$ cat src/rtl/reset_sequencer.sv
// Reset sequencer for the readout datapath.
// Qualifies a synchronized PLL lock, then releases NUM_STAGES reset outputs
// one at a time, lowest index first, STAGE_DELAY cycles apart. Lock loss or
// a software request re-asserts every stage. All outputs are registered.
module reset_sequencer #(
  parameter int NUM_STAGES      = 4,
  parameter int STAGE_DELAY     = 16,
  parameter int LOCK_FILTER     = 8,
  parameter int SOFT_RST_CYCLES = 32
) (
  input  logic                  clk,
  input  logic                  rst,
  input  logic                  pll_locked,
  input  logic                  soft_rst_req,
  output logic [NUM_STAGES-1:0] stage_rst,
  output logic                  all_released,
  output logic                  busy,
  output logic [7:0]            lock_lost_cnt
);

  // Counter widths hold their terminal count with a spare bit of headroom.
  localparam int LOCK_W = $clog2(LOCK_FILTER) + 1;
  localparam int DLY_W  = $clog2(STAGE_DELAY) + 1;
  localparam int IDX_W  = $clog2(NUM_STAGES) + 1;
  localparam int SOFT_W = $clog2(SOFT_RST_CYCLES) + 1;

  typedef enum logic [1:0] {
    ST_HOLD    = 2'd0,
    ST_RELEASE = 2'd1,
    ST_RUN     = 2'd2,
    ST_SOFT    = 2'd3
  } state_e;

  // Two-flop synchronizer for the asynchronous PLL lock.
  (* ASYNC_REG = "TRUE" *) logic sync1_q;
  (* ASYNC_REG = "TRUE" *) logic sync2_q;
  logic                  locked_s;

  state_e                state_q, state_d;
  logic [LOCK_W-1:0]     lock_cnt_q, lock_cnt_d;
  logic [DLY_W-1:0]      delay_cnt_q, delay_cnt_d;
  logic [IDX_W-1:0]      idx_q, idx_d;
  logic [SOFT_W-1:0]     soft_cnt_q, soft_cnt_d;
  logic [7:0]            lost_cnt_q, lost_cnt_d;
  logic [NUM_STAGES-1:0] stage_rst_q, stage_rst_d;
  logic                  all_rel_q, all_rel_d;
  logic                  busy_q, busy_d;
  logic                  lock_loss;

  assign locked_s = sync2_q;

  // Synchronize pll_locked into the clk domain; cleared by rst so the lock
  // filter always starts from an unlocked view.
  always_ff @(posedge clk) begin
    // NOTE: sequential state is assigned with <= so every flop samples the
    // pre-edge value of its neighbours; a blocking '=' here would collapse
    // the two synchronizer stages into one.
    if (rst) begin
      sync1_q <= 1'b0;
      sync2_q <= 1'b0;
    end else begin
      sync1_q <= pll_locked;
      sync2_q <= sync1_q;
    end
  end

  // Lock loss only counts once sequencing has started; a low lock in HOLD is
  // simply part of qualification.
  assign lock_loss = (state_q != ST_HOLD) && !locked_s;

  // Next-state logic: priority is lock loss > soft request > sequencing.
  always_comb begin
    // NOTE: every variable written here gets a default first, so no path
    // through the case statement can leave one unassigned and infer a latch.
    state_d     = state_q;
    lock_cnt_d  = lock_cnt_q;
    delay_cnt_d = delay_cnt_q;
    idx_d       = idx_q;
    soft_cnt_d  = soft_cnt_q;
    lost_cnt_d  = lost_cnt_q;

    unique case (state_q)
      ST_HOLD: begin
        delay_cnt_d = '0;
        idx_d       = '0;
        soft_cnt_d  = '0;
        if (locked_s) begin
          if (lock_cnt_q == LOCK_W'(LOCK_FILTER - 1)) begin
            state_d    = ST_RELEASE;
            lock_cnt_d = '0;
          end else begin
            lock_cnt_d = lock_cnt_q + LOCK_W'(1);
          end
        end else begin
          lock_cnt_d = '0;
        end
      end

      ST_RELEASE: begin
        if (soft_rst_req) begin
          state_d     = ST_SOFT;
          soft_cnt_d  = '0;
          delay_cnt_d = '0;
          idx_d       = '0;
          lock_cnt_d  = '0;
        end else if (delay_cnt_q == DLY_W'(STAGE_DELAY - 1)) begin
          delay_cnt_d = '0;
          idx_d       = idx_q + IDX_W'(1);
          if (idx_q == IDX_W'(NUM_STAGES - 1)) begin
            state_d = ST_RUN;
          end
        end else begin
          delay_cnt_d = delay_cnt_q + DLY_W'(1);
        end
      end

      ST_RUN: begin
        if (soft_rst_req) begin
          state_d     = ST_SOFT;
          soft_cnt_d  = '0;
          delay_cnt_d = '0;
          idx_d       = '0;
          lock_cnt_d  = '0;
        end
      end

      ST_SOFT: begin
        // Further requests are ignored so the hold time never stretches.
        if (soft_cnt_q == SOFT_W'(SOFT_RST_CYCLES - 1)) begin
          state_d    = ST_HOLD;
          soft_cnt_d = '0;
          lock_cnt_d = '0;
        end else begin
          soft_cnt_d = soft_cnt_q + SOFT_W'(1);
        end
      end

      default: begin
        state_d = ST_HOLD;
      end
    endcase

    // Lock loss overrides everything above and forces full re-qualification.
    if (lock_loss) begin
      state_d     = ST_HOLD;
      lock_cnt_d  = '0;
      delay_cnt_d = '0;
      idx_d       = '0;
      soft_cnt_d  = '0;
      if (lost_cnt_q != 8'hFF) begin
        lost_cnt_d = lost_cnt_q + 8'd1;
      end
    end
  end

  // Output decode: stage i stays asserted while i >= idx, which makes the
  // release pattern a thermometer that can never release out of order.
  always_comb begin
    for (int i = 0; i < NUM_STAGES; i++) begin
      stage_rst_d[i] = (IDX_W'(i) >= idx_d);
    end
    all_rel_d = (state_d == ST_RUN);
    busy_d    = (state_d != ST_RUN);
  end

  // State, counters and registered outputs.
  always_ff @(posedge clk) begin
    if (rst) begin
      state_q     <= ST_HOLD;
      lock_cnt_q  <= '0;
      delay_cnt_q <= '0;
      idx_q       <= '0;
      soft_cnt_q  <= '0;
      lost_cnt_q  <= '0;
      stage_rst_q <= '1;
      all_rel_q   <= 1'b0;
      busy_q      <= 1'b1;
    end else begin
      state_q     <= state_d;
      lock_cnt_q  <= lock_cnt_d;
      delay_cnt_q <= delay_cnt_d;
      idx_q       <= idx_d;
      soft_cnt_q  <= soft_cnt_d;
      lost_cnt_q  <= lost_cnt_d;
      stage_rst_q <= stage_rst_d;
      all_rel_q   <= all_rel_d;
      busy_q      <= busy_d;
    end
  end

  assign stage_rst     = stage_rst_q;
  assign all_released  = all_rel_q;
  assign busy          = busy_q;
  assign lock_lost_cnt = lost_cnt_q;

endmodule

$ cat config.mk
export PLATFORM = sky130hd
export DESIGN_NAME = reset_sequencer
export DESIGN_NICKNAME = d
export VERILOG_FILES = /design/src/rtl/reset_sequencer.sv
export SDC_FILE = /design/constraint.sdc
export NUM_CORES = 1
export LEC_CHECK = 0
export ABC_AREA = 1
export CAP_MARGIN = 20
export CORE_MARGIN = 2
export CORE_UTILIZATION = 50
export CTS_CLUSTER_SIZE = 25
export DETAILED_ROUTE_END_ITERATION = 10
export GPL_TIMING_DRIVEN = 1
export PLACE_DENSITY = 0.73
export SLEW_MARGIN = 20
export SYNTH_ARGS = -nofsm -noshare
export SYNTH_HDL_FRONTEND = slang
export SYNTH_SLANG_ARGS = --single-unit
$ cat constraint.sdc
create_clock -name clk -period 1.9 [get_ports clk]
set_input_delay 0.57 -clock clk [delete_from_list [all_inputs] [get_ports clk]]
set_output_delay 0.57 -clock clk [all_outputs]
set_load 0.01 [all_outputs]
==> impl_metrics.json, run 1 <==
{
  "critPathBufInv": 1,
  "grt_use_total_pct": 18.9,
  "power_density_nw_per_um2": 861,
  "critPathLaunchType": "register",
  "hpwl_um": 2580,
  "worstHoldPathCells": 2,
  "fin_util_pct": 64.1,
  "die_y_um": 64.4,
  "cp_max_fo": 3,
  "worst_pin_slew_ps": 363,
  "hold_start": "sync1_q",
  "post-route-period-util_pct": 96.4,
  "yosys.area.top_type_share_pct": 39.6,
  "place_ws_ps": 20.9,
  "core_um2": 3420,
  "cp.depth": 1,
  "drv_slew": 0,
  "report.final.setup_viol": 0,
  "r2r_start": "state_q[1]",
  "synth_warnings": 0,
  "yosys-top-cells-area": "dfxtp_1, nand2_1, nor2_1",
  "port_buffers": 17,
  "postRouteAntennaNets": 0,
  "yosysSeqAreaShare_pct": 39.6,
  "worst_slack_ps": 69.0,
  "htreeDepth": 2,
  "vdd_ir_drop_max_uv": 530,
  "fin_crit_ps": 1830,
  "postSynth.asyncResetShare_pct": 0,
  "p_total_mw": 1.89,
  "cts_tree": "built",
  "max_freq_mhz": 546,
  "vias_per_cell": 4.82,
  "drt_wl_total_um": 3370,
  "slew_headroom_pct": 75.7,
  "ioPinCount": 18,
  "synth_most_common_cell": "nand2_1",
  "antennaDiodeCount": 0,
  "area_growth_syn_to_layout_pct": 20.3,
  "yosys-mux-area-fraction_pct": 0,
  "netlist_area_um2": 1820,
  "ys_types": 29,
  "yosysTopAreaCell": "dfxtp_1",
  "instances_no_fill": 334,
  "crit_path_max_incr_delay_ps": 550,
  "final_net_count": 301,
  "synthSimpleGateAreaFrac_pct": 33.9,
  "syn-num-nets": 271,
  "drv_cap": 0,
  "ys_seq_elements": 36,
  "grt_max_degree": 12,
  "dp.cells": 326,
  "antenna_found_initial": 0,
  "cp_top_family": "buffers and inverters",
  "worst_ep_required_time_ps": 1330,
  "critical_path.startpoint": "lock_lost_cnt[5]",
  "overflow": 0,
  "start_util_pct": 53.3,
  "path_clk_slew_ps": 110,
  "finClkSkew_ps": 6.97,
  "drt-initial-drc-count": 115,
  "drt_pass1_iterations": 4,
  "synth-xor-area-share_pct": 0.481,
  "status": "finished, final reports clean",
  "synth_common_cells": "nand2_1, dfxtp_1, nor2_1",
  "dpl_cell_area_um2": 2110,
  "postSynthCellCount": 257,
  "synth_edf_count": 0,
  "die_w_um": 64.4,
  "via_count": 1611,
  "grt_pass1_wl_um": 6090,
  "synth.avg_cell_area_um2": 7.09,
  "gp_congestion": 0.813,
  "cp.arrival_ps": 1260,
  "cts_buffers": 5,
  "hp-class": "reg2reg",
  "cts_hold_buf": 0,
  "die-area_um2": 4140,
  "fin_area_um2": 2190,
  "synth_top_family_by_area": "simple AND/OR/NAND/NOR gates",
  "ys.flop_type": "dfxtp_1",
  "routedWlPerCell_um": 10.1,
  "rsz0062_at_grt": "no",
  "synth_compound_area_share_pct": 11.4,
  "hold_viol": 0,
  "cts.sinks": 36,
  "fp-row-count": 21,
  "finalSetupTns_ps": 0,
  "grt_pass1_vias": 1442,
  "clk_path_buf_depth": 2,
  "endpoint_kind": "primary output",
  "cp_slowest_cell": "clkdlybuf4s50_1",
  "drive_gt1_share_pct": 12.8,
  "clock_latency_ps": 340,
  "power.leakage_nw": 0.947,
  "synth-adder-area-share_pct": 6.87,
  "timing.hold.ws_ps": 406,
  "cts-root-buf": "clkbuf_4",
  "drcViolationCount": 0,
  "cp_cell_sequence": "clkdlybuf4s50_1",
  "crit_type": "reg2out",
  "rr_worst_depth": 8
}
[cells in the final DEF, fill, tap and decap left out, types with 2 or more instances in the layout]
master            n
ha_1             10
nor3b_2           3
clkinv_1          2
nand3_1          16
nand3b_1          3
inv_2             5
nor2_2            3
nor3_1            4
o21ai_1           3
inv_1            29
clkdlybuf4s50_1  15
clkbuf_4          5
a21oi_1          19
dfxtp_1          31
o21ai_0           6
buf_4             6
nand4_1           2
dfxtp_2           5
nand2_1          69
nor2_1           34
[layout make-up]
type                            instances  area, µm²
Fill cell                             312       1220
Multi-Input combinational cell        184        958
Sequential cell                        36        727
Timing Repair Buffer                   24        236
Inverter                               36        135
Tap cell                               46       57.6
Clock buffer                            6       41.3
Clock inverter                          2       35.0
[final timing paths]
path / end / slack, ps
worst min register to register: sync2_q / 410
worst min-delay path: sync2_q / 410
worst max register to register: lock_lost_cnt[6] / 230
worst max-delay path: lock_lost_cnt[5] / 70
[metal layers]
metal	global-route usage (%)	share of wire, %
met5	0	0
met2	30.9	44
met1	22.9	51
met3	6.87	3.9
met4	6.38	1.3
[kinds of logic after synthesis]
family / count (synthesis)
simple gates: 138
buf+inv: 37
flops: 36
compound gates: 35
fa+ha+maj: 10
xor+xnor: 1
[repair_timing]
item / 4_1_cts / 5_1_grt
pin swaps: 0 / 0
buffers inserted: 0 / 0
endpoints found under the setup margin: 2 / 5
cloned: 0 / 0
resized for setup: 2 / 5
[state kept, by name, summed over array words and instances (netlist names)]
signal,cells
lock_lost_cnt,8
stage_rst,4
sync2_q,1
busy,1
soft_cnt_q,6
state_q,2
delay_cnt_q,5
sync1_q,1
idx_q,3
all_released,1
lock_cnt_q,4
[report_power, final]
part           internal, mW  switching, mW  total, mW
combinational         0.206          0.316      0.522
sequential            0.802         0.0366      0.839
clock                 0.276          0.250      0.526
No activity file was read; power rests on OpenSTA's default activity.
==> inputs of run 2 (changes only) <==
--- a/config.mk
+++ b/config.mk
@@ -12,4 +12,5 @@
 export CTS_CLUSTER_SIZE = 25
 export DETAILED_ROUTE_END_ITERATION = 10
+export GPL_ROUTABILITY_DRIVEN = 1
 export GPL_TIMING_DRIVEN = 1
 export PLACE_DENSITY = 0.73
==> constraint.sdc (replaced) <==
create_clock -name clk -period 1.9 [get_ports clk]
set_input_delay 0.57 -clock clk [delete_from_list [all_inputs] [get_ports clk]]
set_output_delay 0.57 -clock clk [all_outputs]
set_load 0.02 [all_outputs]
==> run 2 against run 1 <==
Effect of this change: register-to-register slack barely moved; fmax is 0.49% higher; via count is 0.31% higher; worst hold slack unchanged; non-clock buffer count unchanged; flip-flop and latch count unchanged; die area unchanged; core utilization shrank 0.51 points; final area decreased by 0.80%; critical path type unchanged; critical endpoint is now stage_rst[3]; largest cell class unchanged; highest routed layer unchanged.
==> impl_metrics.json, run 2 (synthesis gave the netlist of run 1 again) <==
{
  "power.leakage_nw": 0.959,
  "power_density_nw_per_um2": 871,
  "p_int_mw": 1.28,
  "postRouteAntennaNets": 0,
  "critical_path.startpoint": "stage_rst[3]",
  "gp_congestion": 0.813,
  "drt-initial-drc-count": 115,
  "power_switching_mw": 0.617,
  "clk_path_buf_depth": 2,
  "die_y_um": 64.4,
  "final_cell_mix": "nand2_1, dfxtp_1, nor2_1",
  "dpl_cell_area_um2": 2110,
  "largest_reg_flops": 8,
  "critPathBufInv": 1,
  "fin_area_um2": 2170,
  "grt_pass1_vias": 1442,
  "rsz0062_at_grt": "no",
  "hpwl_um": 2580,
  "reg2reg_slack_ps": 230,
  "worst_pin_slew_ps": 364,
  "post-route-period-util_pct": 95.9,
  "report.final.setup_viol": 0,
  "drive_gt1_share_pct": 11.1,
  "final_net_count": 301,
  "max_freq_mhz": 549,
  "cts_buffers": 5,
  "slew_headroom_pct": 75.6,
  "cp.depth": 1,
  "status": "finished, final reports clean",
  "crit_path_max_incr_delay_ps": 600,
  "htreeDepth": 2,
  "cp.arrival_ps": 1250,
  "ioPinCount": 18,
  "worstHoldPathCells": 2,
  "crit_type": "reg2out",
  "instances_no_fill": 334,
  "core_um2": 3420,
  "vias_per_cell": 4.84,
  "endpoint_kind": "primary output",
  "cts-root-buf": "clkbuf_4",
  "pwr-share-clk_pct": 27.7,
  "routedWlPerCell_um": 10.1,
  "fin_crit_ps": 1820,
  "cp_top_family": "buffers and inverters",
  "final_common_cell": "nand2_1",
  "finClkSkew_ps": 6.87,
  "endpoint": "stage_rst[3]",
  "r2r_end": "lock_lost_cnt[6]",
  "path_clk_slew_ps": 100,
  "critPathLaunchType": "register",
  "p_comb_share_pct": 28.1,
  "vdd_ir_drop_max_uv": 530,
  "dp.cells": 326,
  "die-area_um2": 4140,
  "grt_use_total_pct": 18.9,
  "via_count": 1616,
  "hold_viol": 0,
  "overflow": 0,
  "die_w_um": 64.4,
  "drv_cap": 0,
  "port_buffers": 17,
  "area_growth_syn_to_layout_pct": 19.3,
  "cts.sinks": 36,
  "switching_share_pct": 32.6,
  "hp-class": "reg2reg",
  "clock_latency_ps": 340,
  "cts_tree": "built",
  "antennaDiodeCount": 0,
  "worst_ep_required_time_ps": 1330,
  "rr_worst_depth": 7,
  "drcViolationCount": 0,
  "fp-row-count": 21,
  "start_util_pct": 53.3,
  "post_cts_buffers": 0,
  "drv_slew": 0,
  "r2r_start": "state_q[1]",
  "antenna_found_initial": 0,
  "cp_slowest_cell": "clkdlybuf4s50_1",
  "drt_wl_total_um": 3360,
  "grt_pass1_wl_um": 6090,
  "seqPwrFrac_pct": 44.2,
  "finalSetupTns_ps": 0,
  "grt_max_degree": 12,
  "cp_max_fo": 1,
  "cp_cell_sequence": "clkdlybuf4s50_1",
  "drt_pass1_iterations": 4
}
-- run 2: cell count changes in the layout (fill, tap and decap cells not counted), sizes merged --
cell,change
clkdlybuf4s50,-6
dlygate4sd2,+7
dlymetal6s2s,-1
-- run 2: power groups by stage --
stage / sequential (mW) / combinational (mW) / clock [mW]
after floorplan: 0.871 / 0.354 / 0
after detailed placement: 0.854 / 0.539 / 0
final: 0.837 / 0.531 / 0.525
after CTS: 0.837 / 0.533 / 0.541
after global placement: 0.853 / 0.538 / 0
after global routing: 0.845 / 0.602 / 0.578
-- run 2: cell type report --
type                       instances  area [µm²]
fill                             319        1240
multi-input combinational        184         958
sequential                        36         721
timing repair buffer              24         225
inverter                          36         135
tap                               46        57.6
clock buffer                       6        41.3
clock inverter                     2        35.0
-- run 2: tightest hold or removal path, delay by kind of cell (launching register included) --
kind,cells,cell delay [ps]
and+or+nand+nor,1,30
DFF,1,310
buffers and inverters,1,40
-- run 2: what timing repair did --
action	in CTS	in global routing
hold buffers	0	0
hold endpoints to repair	0	0
gates resized for setup	8	0
endpoints found under the setup margin	8	0
-- run 2: worst min path at each step --
stage | start | endpoint | slack [ps]
after detailed placement | sync1_q | sync2_q | 390
after global placement | sync1_q | sync2_q | 390
after CTS | sync1_q | sync2_q | 410
final | sync1_q | sync2_q | 410
after floorplan | sync1_q | sync2_q | 390
after global routing | sync1_q | sync2_q | 450
-- run 2: layer usage --
metal | part of all wire, % | routed length [µm] | vias up | global-route usage [%]
met1 | 50 | 1690 | 698 | 22.9
met2 | 44 | 1480 | 31 | 30.9
met5 | 0 | 0 | - | 0
met4 | 1.3 | 44 | 0 | 6.38
li1 | - | - | 882 | -
met3 | 4.2 | 141 | 5 | 6.87
-- run 2: stage by stage --
| step | worst slack (ps) | hold WS, ps | utilization (%) | total power [mW] |
|---|---|---|---|---|
| global placement | 42.1 | 392 | 61.7 | 1.39 |
| finish | 77.9 | 406 | 63.6 | 1.89 |
| CTS | 63.0 | 407 | 63.6 | 1.91 |
| detailed placement | 20.9 | 393 | 61.7 | 1.39 |
| floorplan | 438 | 388 | - | 1.23 |
| global route | 3.46 | 454 | 63.6 | 2.03 |
==> inputs of run 3 (changes only) <==
CTS_CLUSTER_SIZE = 40   (was 25)
==> results of run 3 <==
Final layout, timing and power as in run 2 (identical DEF).
==> patch 1, RTL diff (settings of run 3) <==
Register the output `lock_lost_cnt` once more, without a reset; this adds one clock of latency there. The other outputs are not delayed to match.
--- a/src/rtl/reset_sequencer.sv
+++ b/src/rtl/reset_sequencer.sv
@@ -191,7 +191,9 @@
   assign stage_rst     = stage_rst_q;
   assign all_released  = all_rel_q;
   assign busy          = busy_q;
-  assign lock_lost_cnt = lost_cnt_q;
+  always_ff @(posedge clk) begin
+    lock_lost_cnt <= lost_cnt_q;
+  end
 
 endmodule
 
Check against the original RTL: no difference found for any inputs over 10 cycles, from zero or initial values and one cycle with rst high; that may be too few to reach the edited logic, so the function may still have changed.
==> patch 1 against run 3 <==
  * Wire length is 9.3% higher
  * Cell area grew 9.6%
  * Via count rose by 2.5%
  * Synthesized area increased by 11%
  * Total power increased by 19%
  * Hold slack got worse by 0.011 ns
  * Sequential cell count up 8
  * Setup slack better by 0.031 ns
  * First-iteration DRC count is 17% lower
  * Largest cell class unchanged
==> patch 1: results (changes against run 3) <==
metric	value	unit	change
post-CTS sizing	0		-8
port bufs	17		unchanged
Seq/Total Area, Yosys	43.6	%	+4.1 points
dpl hpwl	2750	um	+6.8%
Worst Path Arrival	1.22	ns	-0.03 ns
Inst Count DP	337		+3.4%
reg2reg setup slack	0.21	ns	-0.02 ns
distinct cell type count after synthesis	29		unchanged
global-route wire length before repair	5980	um	-1.8%
Final #Nets	308		+2.3%
Net Switching	0.000760	W	+23%
YS warnings	0		unchanged
post-CTS setup buffer count	0		unchanged
top post-synthesis cells by count	nand2_1, dfxtp_1, nor2_1		
clock transition at the registers of the reported paths	0.08	ns	-0.02 ns
final hold slack	0.395	ns	-0.0107 ns
Clock Skew	0.00415	ns	-0.00273 ns
FFs w/ async S/R, synth	0	%	unchanged
GRT Total Usage	17.7	%	-1.2 points
Area contributors post-synth	dfxtp_1, nand2_1, nor2_1		
pin count of the biggest net entering global routing	15		+3
Starting DRT DRC Count	96		-17%
Non-Filler Instances	345		+3.3%
Pre-antenna DRT Iters	4		unchanged
share of cells above drive strength 1	13.2	%	+2.1 points
dominant synthesized flop cell	dfxtp_1		
vias in the first global route	1424		-1.2%
Post-Route WL	3670	um	+9.3%
Fill cells	345		+8.2%
crit-path leading delay family	buffers and inverters		
Max Root-Sink Buffers	2		unchanged
root buffer cell	clkbuf_8		
biggest registers after layout	lock_lost_cnt (8), lost_cnt_q (8), soft_cnt_q (6)		
Worst Tran Pin Value	0.304	ns	-0.0603 ns
cells after synthesis	266		+3.5%
status	completed		
routed via count	1657		+2.5%
Placer Congestion	0.794		-2.3%
worst vdd ir	0.440	mV	-17%
Post-Syn Nets	280		+3.3%
P_leak	1.00	nW	+4.4%
clock insertion delay at the later pin of the skew report	0.30	ns	-0.04 ns
## patch 1: final timing paths
check                                    from                to  cells after the start
worst max register to register     state_q[0]    delay_cnt_q[3]                      8
worst min-delay path            lost_cnt_q[1]  lock_lost_cnt[1]                      0
worst max-delay path                     busy              busy                      1
worst min register to register  lost_cnt_q[1]  lock_lost_cnt[1]                      0
## patch 1: routing by layer
layer	part of all wire, %	track usage, %	up-vias	routed length [um]
met1	48	21.5	732	1750
met5	0	0	-	0
met4	2.0	8.42	0	72
met3	4.1	5.67	7	151
li1	-	-	897	-
met2	46	28.3	21	1700
## patch 1: logic make-up (layout without fill, tap and decap cells)
logic type      count (synthesis)  after routing  synth area share (%)
buf+inv                        34             63                  6.51
flops                          44             44                  43.6
xor+xnor                        9              9                  3.91
simple gates                  136            136                  29.8
compound gates                 33             33                  9.98
fa+ha+maj                      10             10                  6.20
## patch 1: through the flow
stage               worst slack, ns  area, um2  utilization (%)
floorplan                     0.427       2020                -
global placement             0.0464       2280             57.9
detailed placement         0.000852       2280             57.9
CTS                          0.0778       2380             60.4
global route                 0.0260       2380             60.4
finish                        0.108       2380             60.4
## patch 1: cell type report
type / instances / share of cell area (%)
clock buffer: 6 / 3.47
clock inverter: 2 / 0.630
tap: 50 / 2.63
inverter: 32 / 5.04
timing repair buffer: 23 / 9.03
sequential: 44 / 37.0
multi-input combinational: 188 / 42.2
## patch 1: power by group through the flow
stage               Combinational (W)  Clock (W)  Sequential, W
floorplan                    0.000443          0        0.00105
global placement             0.000606          0        0.00104
detailed placement           0.000611          0        0.00104
CTS                          0.000614   0.000643        0.00102
global route                 0.000692   0.000664        0.00102
finish                       0.000612   0.000620        0.00102
==> patch 2, RTL diff (config.mk and constraints of run 3) <==
Without the edit above. Set the parameter `NUM_STAGES` to 2 (it was 4).
--- a/src/rtl/reset_sequencer.sv
+++ b/src/rtl/reset_sequencer.sv
@@ -3,7 +3,7 @@
 // one at a time, lowest index first, STAGE_DELAY cycles apart. Lock loss or
 // a software request re-asserts every stage. All outputs are registered.
 module reset_sequencer #(
-  parameter int NUM_STAGES      = 4,
+  parameter int NUM_STAGES      = 2,
   parameter int STAGE_DELAY     = 16,
   parameter int LOCK_FILTER     = 8,
   parameter int SOFT_RST_CYCLES = 32
Ports: changed (resized stage_rst); port bits go from 18 to 16. The function was not compared with the original's and may differ.
==> patch 2 against run 3 <==
  * Cell area shrank 7.7%
  * Setup slack worse by 0.0047 ns
  * Hold slack improved by 0.0044 ns
  * Via count is 5.8% lower
  * Non-clock buffer count down 4
  * Final cell count decreased by 7.5%
  * Synthesized area fell by 6.0%
  * Wire length is 7.4% lower
  * Sequential cell count fell by 3
  * Critical endpoint is now all_released
Power is not compared: it rests on default switching activity, and its combinational part moved more than twofold at a synthesized area within 25%.
==> patch 2: results (changes against run 3) <==
metric	value	unit	change
worst slack, placed	0.0392	ns	+0.0184 ns
share of cells above drive strength 1	12.2	%	+1.1 points
dpl hpwl	2340	um	-9.1%
final hold slack	0.411	ns	+0.00438 ns
worst r2r path cells	6		-1
GRT Total Usage	17.8	%	-1.1 points
crit path max-delay cell type	clkdlybuf4s50_1		
status	completed		
pin count of the biggest net entering global routing	11		-1
P_leak	0.930	nW	
Starting DRT DRC Count	73		-37%
Compound-Gate Fraction of Synth Area	11.0	%	-0.44 points
vias in the first global route	1352		-6.2%
worst vdd ir	0.607	mV	
Worst Path Arrival	1.26	ns	
FF-to-FF End	lock_lost_cnt[1]		
routed via count	1523		-5.8%
Pre-antenna DRT Iters	4		unchanged
Final #Nets	275		-8.6%
reg2reg setup slack	0.27	ns	+0.04 ns
Seq/Total Area, Yosys	38.6	%	-0.99 points
Worst Tran Pin Value	0.290	ns	-0.0739 ns
Routed wire per std cell	10.1	um	+0.11%
Area contributors post-synth	dfxtp_1, nand2_1, nor2_1		
Placer Congestion	0.865		+6.3%
top post-synthesis cells by count	nand2_1, nor2_1, dfxtp_1		
port bufs	15		-2
global-route wire length before repair	5640	um	-7.4%
Post-Syn Nets	249		-8.1%
Clock Skew	0.0107	ns	+0.00385 ns
Synth Area in XOR/XNOR	3.07	%	+2.6 points
distinct cell type count after synthesis	28		-3.4%
==> patch 2: cell count changes after synthesis, sizes merged, moves of 3 or more <==
| cell | delta |
|---|---|
| nor2 | +3 |
| nor3 | -3 |
| o21ai | +3 |
| dfxtp | -3 |
| xor2 | +4 |
| nand3b | -3 |
| nand2 | -19 |
==> patch 2: power by group <==
group	internal [W]	switching (W)	total, W
clock network	0.000141	0.000237	0.000378
registers	0.000784	0.0000670	0.000851
logic	0.000427	0.000751	0.00118
==> patch 2: metal layers <==
| layer | global-route usage (%) | routed length [um] | up-vias |
|---|---|---|---|
| met3 | 3.96 | 123 | 7 |
| li1 | - | - | 803 |
| met2 | 28.8 | 1420 | 28 |
| met1 | 22.5 | 1510 | 685 |
| met4 | 8.33 | 57 | 0 |
| met5 | 0 | 0 | - |
==> patch 2: metrics by stage <==
step,instances,total power [W]
final,309,0.00241
after global routing,309,0.00261
after CTS,309,0.00243
after detailed placement,301,0.00206
after global placement,301,0.00205
after floorplan,236,0.00175
==> patch 2: worst max path at each step <==
stage                     start               end  slack (ns)  cells after the start
2_1_floorplan        state_q[0]  lock_lost_cnt[7]        0.48                      6
3_3_place_gp       soft_rst_req     soft_cnt_q[5]        0.06                      8
3_5_place_dp       soft_rst_req     soft_cnt_q[5]        0.04                      8
4_1_cts        lock_lost_cnt[6]  lock_lost_cnt[6]       0.009                      1
5_1_grt            all_released      all_released        0.01                      1
6_report           all_released      all_released        0.07                      1
==> patch 2: cells by family after synthesis <==
group	after synthesis
compound gates	34
xor+xnor	6
fa+ha+maj	9
buf+inv	36
flops	33
simple gates	118
==> patch 2: area by class of cell <==
class | count | area (um2) | share of cell area, %
timing repair buffer | 20 | 188 | 9.36
clock inverter | 2 | 10.0 | 0.499
multi-input combinational | 167 | 917 | 45.7
inverter | 35 | 131 | 6.55
clock buffer | 6 | 41.3 | 2.06
sequential | 33 | 661 | 32.9
tap | 46 | 57.6 | 2.87
==> patch 2: repair_timing <==
| item | in CTS | in global routing |
|---|---|---|
| endpoints found under the hold margin | 0 | 0 |
| pin swaps | 0 | 0 |
| resized for setup | 6 | 3 |
| setup endpoints to repair | 6 | 3 |
